<file path="src/rtl/csa64_pkg.sv">
// Shared defaults and result type for the CSA64 operand sequencer.
package csa64_pkg;

    localparam int unsigned DEF_WIDTH = 64;
    localparam int unsigned DEF_LAT   = 1;

    typedef struct packed {
        logic [DEF_WIDTH-1:0] sum;
        logic                 cout;
    } result_t;

endpackage

</file>
<file path="src/rtl/sync_fifo.sv">
// Synchronous FIFO with registered count; head is visible one edge after a write.
module sync_fifo #(
    parameter int unsigned W     = 8,
    parameter int unsigned DEPTH = 4,
    localparam int unsigned AW   = $clog2(DEPTH),
    localparam int unsigned CW   = $clog2(DEPTH + 1)
) (
    input  logic          clock,
    input  logic          reset,
    input  logic          wr_en,
    input  logic [W-1:0]  wr_data,
    input  logic          rd_en,
    output logic [W-1:0]  rd_data,
    output logic [CW-1:0] count
);

    logic [W-1:0]  mem [DEPTH];
    logic [AW-1:0] wr_ptr;
    logic [AW-1:0] rd_ptr;
    logic          full;
    logic          empty;
    logic          do_wr;
    logic          do_rd;

    assign full    = count == CW'(DEPTH);
    assign empty   = count == '0;
    assign do_wr   = wr_en && !full;
    assign do_rd   = rd_en && !empty;
    // Empty head reads as zero so the unreset storage never leaks out.
    assign rd_data = empty ? '0 : mem[rd_ptr];

    always_ff @(posedge clock) begin
        if (!reset) begin
            wr_ptr <= '0;
            rd_ptr <= '0;
            count  <= '0;
        end else begin
            if (do_wr) wr_ptr <= wr_ptr + AW'(1);
            if (do_rd) rd_ptr <= rd_ptr + AW'(1);
            if (do_wr && !do_rd) begin
                count <= count + CW'(1);
            end else if (!do_wr && do_rd) begin
                count <= count - CW'(1);
            end
        end
    end

    always_ff @(posedge clock) begin
        if (do_wr) mem[wr_ptr] <= wr_data;
    end

endmodule

</file>
<file path="src/rtl/csa64_op_sequencer.sv">
// Feeds operand pairs into the registered CSA64 adder and collects its results,
// issuing only against free result-buffer credits so nothing is ever dropped.
module csa64_op_sequencer
    import csa64_pkg::*;
#(
    parameter int unsigned WIDTH  = DEF_WIDTH,
    parameter int unsigned LAT    = DEF_LAT,
    parameter int unsigned IDEPTH = 4,
    parameter int unsigned RDEPTH = 4
) (
    input  logic             clock,
    input  logic             reset,
    input  logic             in_valid,
    output logic             in_ready,
    input  logic [WIDTH-1:0] in_a,
    input  logic [WIDTH-1:0] in_b,
    output logic [WIDTH-1:0] add_op1,
    output logic [WIDTH-1:0] add_op2,
    output logic             add_rst,
    input  logic [WIDTH-1:0] add_sum,
    input  logic             add_crout,
    output logic             res_valid,
    input  logic             res_ready,
    output logic [WIDTH-1:0] res_sum,
    output logic             res_cout,
    output logic [15:0]      done_cnt
);

    localparam int unsigned ICW = $clog2(IDEPTH + 1);
    localparam int unsigned RCW = $clog2(RDEPTH + 1);
    localparam int unsigned UW  = $clog2(RDEPTH + LAT + 2);

    logic [2*WIDTH-1:0] ififo_head;
    logic [ICW-1:0]     ififo_count;
    logic [RCW-1:0]     res_count;
    logic               ififo_full;
    logic               ififo_empty;
    logic               issue;
    logic               capture;
    logic               deq;
    logic [LAT:0]       tag;
    logic [UW-1:0]      used;
    result_t            res_in;
    result_t            res_head;

    assign add_rst     = !reset;
    assign ififo_full  = ififo_count == ICW'(IDEPTH);
    assign ififo_empty = ififo_count == '0;
    assign in_ready    = !ififo_full;
    assign capture     = tag[LAT];
    assign res_valid   = res_count != '0;
    assign deq         = res_valid && res_ready;
    assign res_in      = '{sum: add_sum, cout: add_crout};
    assign res_sum     = res_head.sum;
    assign res_cout    = res_head.cout;

    // Slots already claimed: buffered results plus every op still in the adder.
    always_comb begin
        used = UW'(res_count);
        for (int unsigned i = 0; i <= LAT; i++) begin
            used = used + UW'(tag[i]);
        end
    end

    assign issue = !ififo_empty && (used < UW'(RDEPTH));

    sync_fifo #(
        .W     (2 * WIDTH),
        .DEPTH (IDEPTH)
    ) u_in_fifo (
        .clock   (clock),
        .reset   (reset),
        .wr_en   (in_valid),
        .wr_data ({in_a, in_b}),
        .rd_en   (issue),
        .rd_data (ififo_head),
        .count   (ififo_count)
    );

    sync_fifo #(
        .W     (WIDTH + 1),
        .DEPTH (RDEPTH)
    ) u_res_buf (
        .clock   (clock),
        .reset   (reset),
        .wr_en   (capture),
        .wr_data (res_in),
        .rd_en   (res_ready),
        .rd_data (res_head),
        .count   (res_count)
    );

    always_ff @(posedge clock) begin
        if (!reset) begin
            add_op1  <= '0;
            add_op2  <= '0;
            tag      <= '0;
            done_cnt <= '0;
        end else begin
            if (issue) begin
                add_op1 <= ififo_head[2*WIDTH-1:WIDTH];
                add_op2 <= ififo_head[WIDTH-1:0];
            end
            tag <= {tag[LAT-1:0], issue};
            if (deq) done_cnt <= done_cnt + 16'd1;
        end
    end

endmodule

</file>
<file path="config.mk">
export PLATFORM = sky130hd
export DESIGN_NAME = csa64_op_sequencer
export DESIGN_NICKNAME = d
export VERILOG_FILES = /design/src/rtl/csa64_pkg.sv /design/src/rtl/sync_fifo.sv /design/src/rtl/csa64_op_sequencer.sv
export SDC_FILE = /design/constraint.sdc
export NUM_CORES = 1
export LEC_CHECK = 0
export BUFFER_PORTS_ARGS = -buffer_cell sky130_fd_sc_hd__buf_2
export CAP_MARGIN = 20
export CORE_MARGIN = 5
export CORE_UTILIZATION = 58
export CTS_BUF_LIST = sky130_fd_sc_hd__clkbuf_4 sky130_fd_sc_hd__clkbuf_8
export CTS_CLUSTER_DIAMETER = 120
export DETAILED_ROUTE_END_ITERATION = 10
export PLACE_DENSITY_LB_ADDON = 0.15
export REMOVE_ABC_BUFFERS = 1
export SETUP_SLACK_MARGIN = 0.3
export SLEW_MARGIN = 20
export SYNTH_ARGS = -nofsm -noshare
export SYNTH_HDL_FRONTEND = slang
export SYNTH_SLANG_ARGS = --single-unit
</file>
<file path="constraint.sdc">
create_clock -name clock -period 4.7 [get_ports clock]
set_input_delay 0.47 -clock clock [delete_from_list [all_inputs] [get_ports clock]]
set_output_delay 0.47 -clock clock [all_outputs]
set_load 0.02 [all_outputs]
</file>
==> results.cfg, run 1 <==
[critical_path]
r2r_cells = 10
cp-start-kind = flip-flop
r2r-end = u_in_fifo.count[2]$_SDFFE_PN0P_
path_class = reg2out
r2r_setup_slack_ns = 1.50
required_ns = 4.23
reg2reg_from = u_res_buf.count[0]$_SDFFE_PN0P_
endpoint_kind = output pin
crit_path_max_fanout = 43
critPathArrivalTime_ns = 2.92

[timing]
post-route-period-util_pct = 72.1
finClkSkew_ns = 0.0303
slew_headroom_pct = 32.5
rsz0062_at_grt = no
tns_ns = 0
finalHoldViolations = 0
whs_ns = 0.142
worst_pin_slew_ns = 1.01
fmaxAchievable_ghz = 0.295
slew_violations = 0
setup_viol = 0
period_needed_ns = 3.39

[detailed_routing]
vias_per_cell = 5.72
vias = 19476
detail_route.wl_per_cell_um = 22.7
route.detailed.drc = 0
ant_nets = 0
first_pass_iters = 5
routed_wl_mm = 77.3
drt_iter0_markers = 1471

[synthesis]
synth_top_area_share_pct = 67.0
seq_area_frac_synth_pct = 76.3
synth_edf_count = 772
yosysUniqueCellTypes = 37
yosysMostFrequentCell = edfxtp_1
yosysWarnings = 0
syn_avg_cell_area_um2 = 18.8
yosysTopAreaCell = edfxtp_1
ys_ff_latch = 934
synth_async_sr_flop_share_pct = 0
synth_area_leaders = edfxtp_1 67%, mux4_2 13%, dfxtp_1 9.4%
synth_ff_type = edfxtp_1
ys_top_cells_by_count = 772 x edfxtp_1, 193 x mux4_2, 162 x dfxtp_1
syn-cell-area_mm2 = 0.0346
syn_inst = 1842

[power]
p_per_area_mw_per_mm2 = 585
p_leak_nw = 15.0
vdd_drop_max_mv = 0.478
power_w = 0.0249

[grt]
antenna_found_initial = 15
grt-ovfl-total = 0
grt_pass1_vias = 20778
grt_max_degree = 200
grt_first_pass_wirelength_mm = 117
grt_util_all_layers_pct = 23.8

[clock_tree]
cts-resized-gates = 0
post_cts_buffers = 0
cts.sink_count = 934
cts_hold_buf = 193
clock_path_buffers = 3
tritoncts = built
clk_pin_slew_ns = 0.06
numCtsBuffers = 146
cts-root-buf = clkbuf_8
htree_levels = 4
clock_latency_ns = 0.77

[placement]
place_inst = 2930
port-buffer-count = 408
place_congestion = 0.763
dpl.hpwl_mm = 43.0

[layout]
num-nets-final = 2709
syn2layout_area_growth_pct = 22.8
nFillCells = 3641
final_cells = 3404
final_layout_size_suffix_gt1_share_pct = 34.5

[floorplanning]
fp.coreArea_mm2 = 0.0591
placementRows = 89
pin_count = 409
initial_core_util_pct = 58.6
die_h_um = 254
dieWidth_um = 254
die-area_mm2 = 0.0647

[flow_run]
drv_cap = 0

[worst_hold_path]
hp-class = in2reg
hp-start = res_ready
holdPathStages = 4
min_to = done_cnt[2]$_SDFFE_PN0P_

[run_status]
status = finished clean
## area by class of cell
| type | count | area (um2) | area share [%] |
|---|---|---|---|
| inverters | 9 | 33.8 | 0.0794 |
| diodes | 14 | 35.0 | 0.0824 |
| multi-input cells | 772 | 7600 | 17.9 |
| clock inverters | 36 | 322 | 0.756 |
| well taps | 773 | 967 | 2.27 |
| repair buffers | 635 | 4360 | 10.2 |
| clock buffers | 231 | 2770 | 6.51 |
| flip-flops and latches | 934 | 26400 | 62.2 |
## logic make-up (layout without fill, tap and decap cells)
kind of cell,Yosys count,after routing,share of synthesized area [%]
DFF,934,934,76.3
buffers and inverters,136,911,1.78
AOI/OAI and AO/OA,151,151,2.25
muxes,200,200,12.8
other,0,14,0
and+or+nand+nor,391,391,5.94
adders and majority gates,14,14,0.549
xor gates and xnor gates,16,16,0.405
## placed cells by master, fill, tap and decap left out, types with 2 or more instances in the layout
cell type,instances
inv_6,2
clkbuf_8,166
o21ai_0,48
buf_2,407
nor2_1,23
or3_1,8
o21ai_1,88
clkinv_1,15
clkbuf_4,66
nand2b_1,3
clkinvlp_4,6
inv_1,9
buf_12,8
buf_4,25
inv_8,2
mux4_2,193
mux2i_1,7
diode_2,14
fa_1,2
and2_2,4
dfxtp_1,158
and2_1,67
ha_1,12
nand2_1,134
xor2_1,14
nand4_1,135
and2_4,5
a21boi_1,2
and4_1,2
dlygate4sd3_1,193
dfxtp_4,3
xnor2_1,2
edfxtp_1,772
nand3_1,6
clkinv_2,6
bufinv_16,5
a21oi_1,8
## layer usage
metal | GRT usage [%] | up-vias | part of all wire (%)
met2 | 40.4 | 673 | 51
met3 | 6.82 | 135 | 7.7
met4 | 8.10 | 8 | 2.4
met1 | 30.1 | 9960 | 39
li1 | - | 8700 | -
met5 | 0 | - | 0.054
## report_power, final
| group | internal [W] | switching, W |
|---|---|---|
| combinational | 0.00268 | 0.00427 |
| sequential | 0.0102 | 0.000683 |
| clock | 0.00401 | 0.00305 |
## per-stage QoR
stage          setup slack, ns  area [um2]  util [%]
6_report                  1.31       42500      71.9
3_3_place_gp              1.57       37400      63.3
3_5_place_dp              1.48       37500      63.4
4_1_cts                   1.14       42500      71.9
2_1_floorplan            -1.57       34000         -
5_1_grt                   1.03       42500      71.9
## registers in the layout, summed over array words and instances (netlist names), named ones only
name	cells
add_op2	64
u_in_fifo.wr_ptr	2
u_in_fifo.count	3
u_res_buf.count	3
u_res_buf.rd_ptr	2
done_cnt	16
add_op1	64
u_in_fifo.mem	512
u_res_buf.wr_ptr	2
u_res_buf.mem	260
tag	2
u_in_fifo.rd_ptr	2
## worst max-delay path: stages (launching register included)
cell and delay, ns:
dfxtp_4 0.96, buf_12 0.31, mux4_2 0.53, and2_1 0.18, buf_2 0.16
## worst max path at each step
| stage | endpoint | depth (start not counted) | slack, ns | startpoint |
|---|---|---|---|---|
| after global routing | res_sum[5] | 4 | 1.03 | flip-flop |
| after global placement | u_in_fifo.count[2]$_SDFFE_PN0P_ | 10 | 1.57 | u_res_buf.count[0]$_SDFFE_PN0P_ |
| after detailed placement | u_in_fifo.count[2]$_SDFFE_PN0P_ | 10 | 1.48 | u_res_buf.count[0]$_SDFFE_PN0P_ |
| after floorplan | add_op1[59]$_SDFFE_PN0P_ | 3 | -1.57 | u_in_fifo.rd_ptr[0]$_SDFFE_PN0P_ |
| after CTS | res_sum[5] | 4 | 1.14 | flip-flop |
| final | res_sum[59] | 4 | 1.31 | flip-flop |
Note: power is estimated with default switching activity, not from simulation.
==> run 2, diff against run 1 <==
- ABC_AREA: unset -> 1
- clock period: 4.7 -> 3.49 ns (I/O delays scaled with it)
==> run 2 against run 1 <==
  * Die area grew 3.2%
  * Combinational power grew 50%
  * Final area grew 2.4%
  * Count of clock-buffer cells in the layout grew 6
  * Sequential power grew 31%
  * Synthesized cell count grew 66%
  * First-iteration DRC count grew 43%
  * Core utilization shrank 0.98 points
  * Setup slack lost 0.79 ns
  * Clock skew shrank 0.0038 ns
  * Register-to-register slack lost 0.51 ns
  * Sequential share of layout area shrank 1.4 points
==> results.cfg, run 2 <==
[layout]
num-nets-final = 3898
regMostFlops = u_in_fifo.mem
syn2layout_area_growth_pct = 21.6
nFillCells = 4241
final_common_cell = nor2_1
final_layout_size_suffix_gt1_share_pct = 19.4
largest_reg_flops = 512
mostFrequentLayoutCells = 805 x nor2_1, 772 x edfxtp_1, 407 x buf_2, 301 x nand2_1, 284 x o21ai_0
multi_input_area_mm2 = 0.00788
largestRegisters = u_in_fifo.mem: 512 flops, u_res_buf.mem: 260 flops
final_cells = 4602
area.sequential_mm2 = 0.0264

[critical_path]
required_ns = 3.14
crit_cells = 6
cp_top_family = flip-flops
crit_path_max_fanout = 45
r2r_cells = 13
path_class = reg2out
critical_path.slowest_cell = dfxtp_4
cpMostUsedCell = nor2_1
cp-start-kind = flip-flop
endpoint_kind = output pin
crit_chain = buf_4 > nor2_1 > nor2_1 > o21ai_0 > a21oi_1 > buf_2
critPathArrivalTime_ns = 2.62
max_stage_delay_ns = 0.68
path_buf_inv = 2

[synthesis]
yosysTopAreaCell = edfxtp_1
syn_avg_cell_area_um2 = 11.7
synth_ff_type = edfxtp_1
synth_edf_count = 772
synth_top_area_share_pct = 64.8
yosysWarnings = 0
syn_inst = 3065
ys_ff_latch = 934
ys_top_cells_by_count = 813 x nor2_1, 772 x edfxtp_1, 301 x nand2_1
syn-cell-area_mm2 = 0.0358
yosysMostFrequentCell = nor2_1
synth_async_sr_flop_share_pct = 0
synth_area_leaders = edfxtp_1 65%, dfxtp_1 9.1%, nor2_1 8.5%
yosysUniqueCellTypes = 31
seq_area_frac_synth_pct = 73.8

[power]
power_w = 0.0339
vdd_drop_max_mv = 0.788
p_leak_nw = 16.9
p_per_area_mw_per_mm2 = 778

[clock_tree]
clock_path_buffers = 3
clk_pin_slew_ns = 0.06
cts.sink_count = 934
numCtsBuffers = 148
cts-root-buf = clkbuf_8
tritoncts = built
htree_levels = 4
clock_latency_ns = 0.77
post_cts_buffers = 0

[grt]
grt_util_all_layers_pct = 25.2
grt-ovfl-total = 0
grt_max_degree = 257
use_met1_pct = 32.4
grt.met2_usage_pct = 42.6
grt_pass1_vias = 24943
antenna_found_initial = 13
grt-busiest-layer = met2
grt_first_pass_wirelength_mm = 133
met3_usage_pct = 5.65

[worst_hold_path]
hp-class = in2reg
holdPathStages = 3

[timing]
post-route-period-util_pct = 85.1
whs_ns = 0.277
rsz0062_at_grt = no
slew_headroom_pct = 33.7
slew_violations = 0
finClkSkew_ns = 0.0266
fmaxAchievable_ghz = 0.337
period_needed_ns = 2.97
setup_viol = 0
finalHoldViolations = 0
worst_pin_slew_ns = 0.995

[floorplanning]
initial_core_util_pct = 58.3
fp.coreArea_mm2 = 0.0614
dieWidth_um = 258
die_h_um = 258
placementRows = 91
die-area_mm2 = 0.0668
pin_count = 409

[placement]
port-buffer-count = 408
place_inst = 4131
place_congestion = 0.843
dpl.hpwl_mm = 48.4

[flow_run]
drv_cap = 0

[detailed_routing]
detail_route.wl_per_cell_um = 18.7
route.detailed.drc = 0
vias = 24968
ant_nets = 0
drt_iter0_markers = 2106
first_pass_iters = 7
routed_wl_mm = 85.9
vias_per_cell = 5.43

[run_status]
status = finished clean
[run 2: through the flow]
| step | TNS (ns) | util, % | area [um2] | worst slack [ns] |
|---|---|---|---|---|
| 2_1_floorplan | -2356.77 | - | 34900 | -3.71 |
| 3_3_place_gp | 0 | 62.8 | 38600 | 1.02 |
| 3_5_place_dp | 0 | 62.8 | 38600 | 1.02 |
| 4_1_cts | 0 | 70.8 | 43500 | 0.422 |
| 5_1_grt | 0 | 70.9 | 43500 | 0.350 |
| 6_report | 0 | 70.9 | 43500 | 0.521 |
[run 2: final cells by class]
| cell class | instances | area share (%) |
|---|---|---|
| Sequential cell | 934 | 60.7 |
| Multi-Input combinational cell | 1777 | 18.1 |
| Inverter | 175 | 1.54 |
| Antenna cell | 9 | 0.0517 |
| Clock buffer | 237 | 6.39 |
| Clock inverter | 29 | 0.425 |
| Tap cell | 790 | 2.27 |
| Timing Repair Buffer | 651 | 10.5 |
[run 2: what timing repair did]
item,CTS,global route
endpoints found under the hold margin,796,0
setup endpoints to repair,2,2
hold buffers,195,0
resized for setup,1,1
[run 2: logic make-up after synthesis]
kind of cell             Yosys count  share of synthesized area [%]
buffers and inverters            354                           4.34
AND/OR/NAND/NOR                 1143                           12.1
adder cells (fa/ha/maj)           14                          0.531
AO/OA/AOI/OAI                    617                           9.08
flip-flops                       934                           73.8
XOR/XNOR                           3                         0.0734
[run 2: path summary, 6_finish.rpt]
| path | from | endpoint | slack (ns) |
|---|---|---|---|
| max | flip-flop | res_sum[14] | 0.52 |
| min | in_valid | u_in_fifo.wr_ptr[0]$_SDFFE_PN0P_ | 0.28 |
| max reg2reg | u_res_buf.count[0]$_SDFFE_PN0P_ | u_in_fifo.count[2]$_SDFFE_PN0P_ | 0.99 |
| min reg2reg | tag[0]$_SDFF_PN0_ | tag[1]$_SDFF_PN0_ | 0.43 |
[run 2: routing by layer]
metal | routed length [um] | vias up
met4 | 2270 | 8
met2 | 42800 | 874
li1 | - | 11820
met1 | 34900 | 12085
met5 | 55 | -
met3 | 5910 | 181
[run 2: report_power, final]
part           internal [W]  switching [W]
logic               0.00315        0.00727
registers            0.0136       0.000720
clock network       0.00512        0.00403
[run 2: worst min-delay path, cell delays in order]
cell and delay, ns:
buf_2 0.08, nand2_1 0.31, a21oi_1 0.24
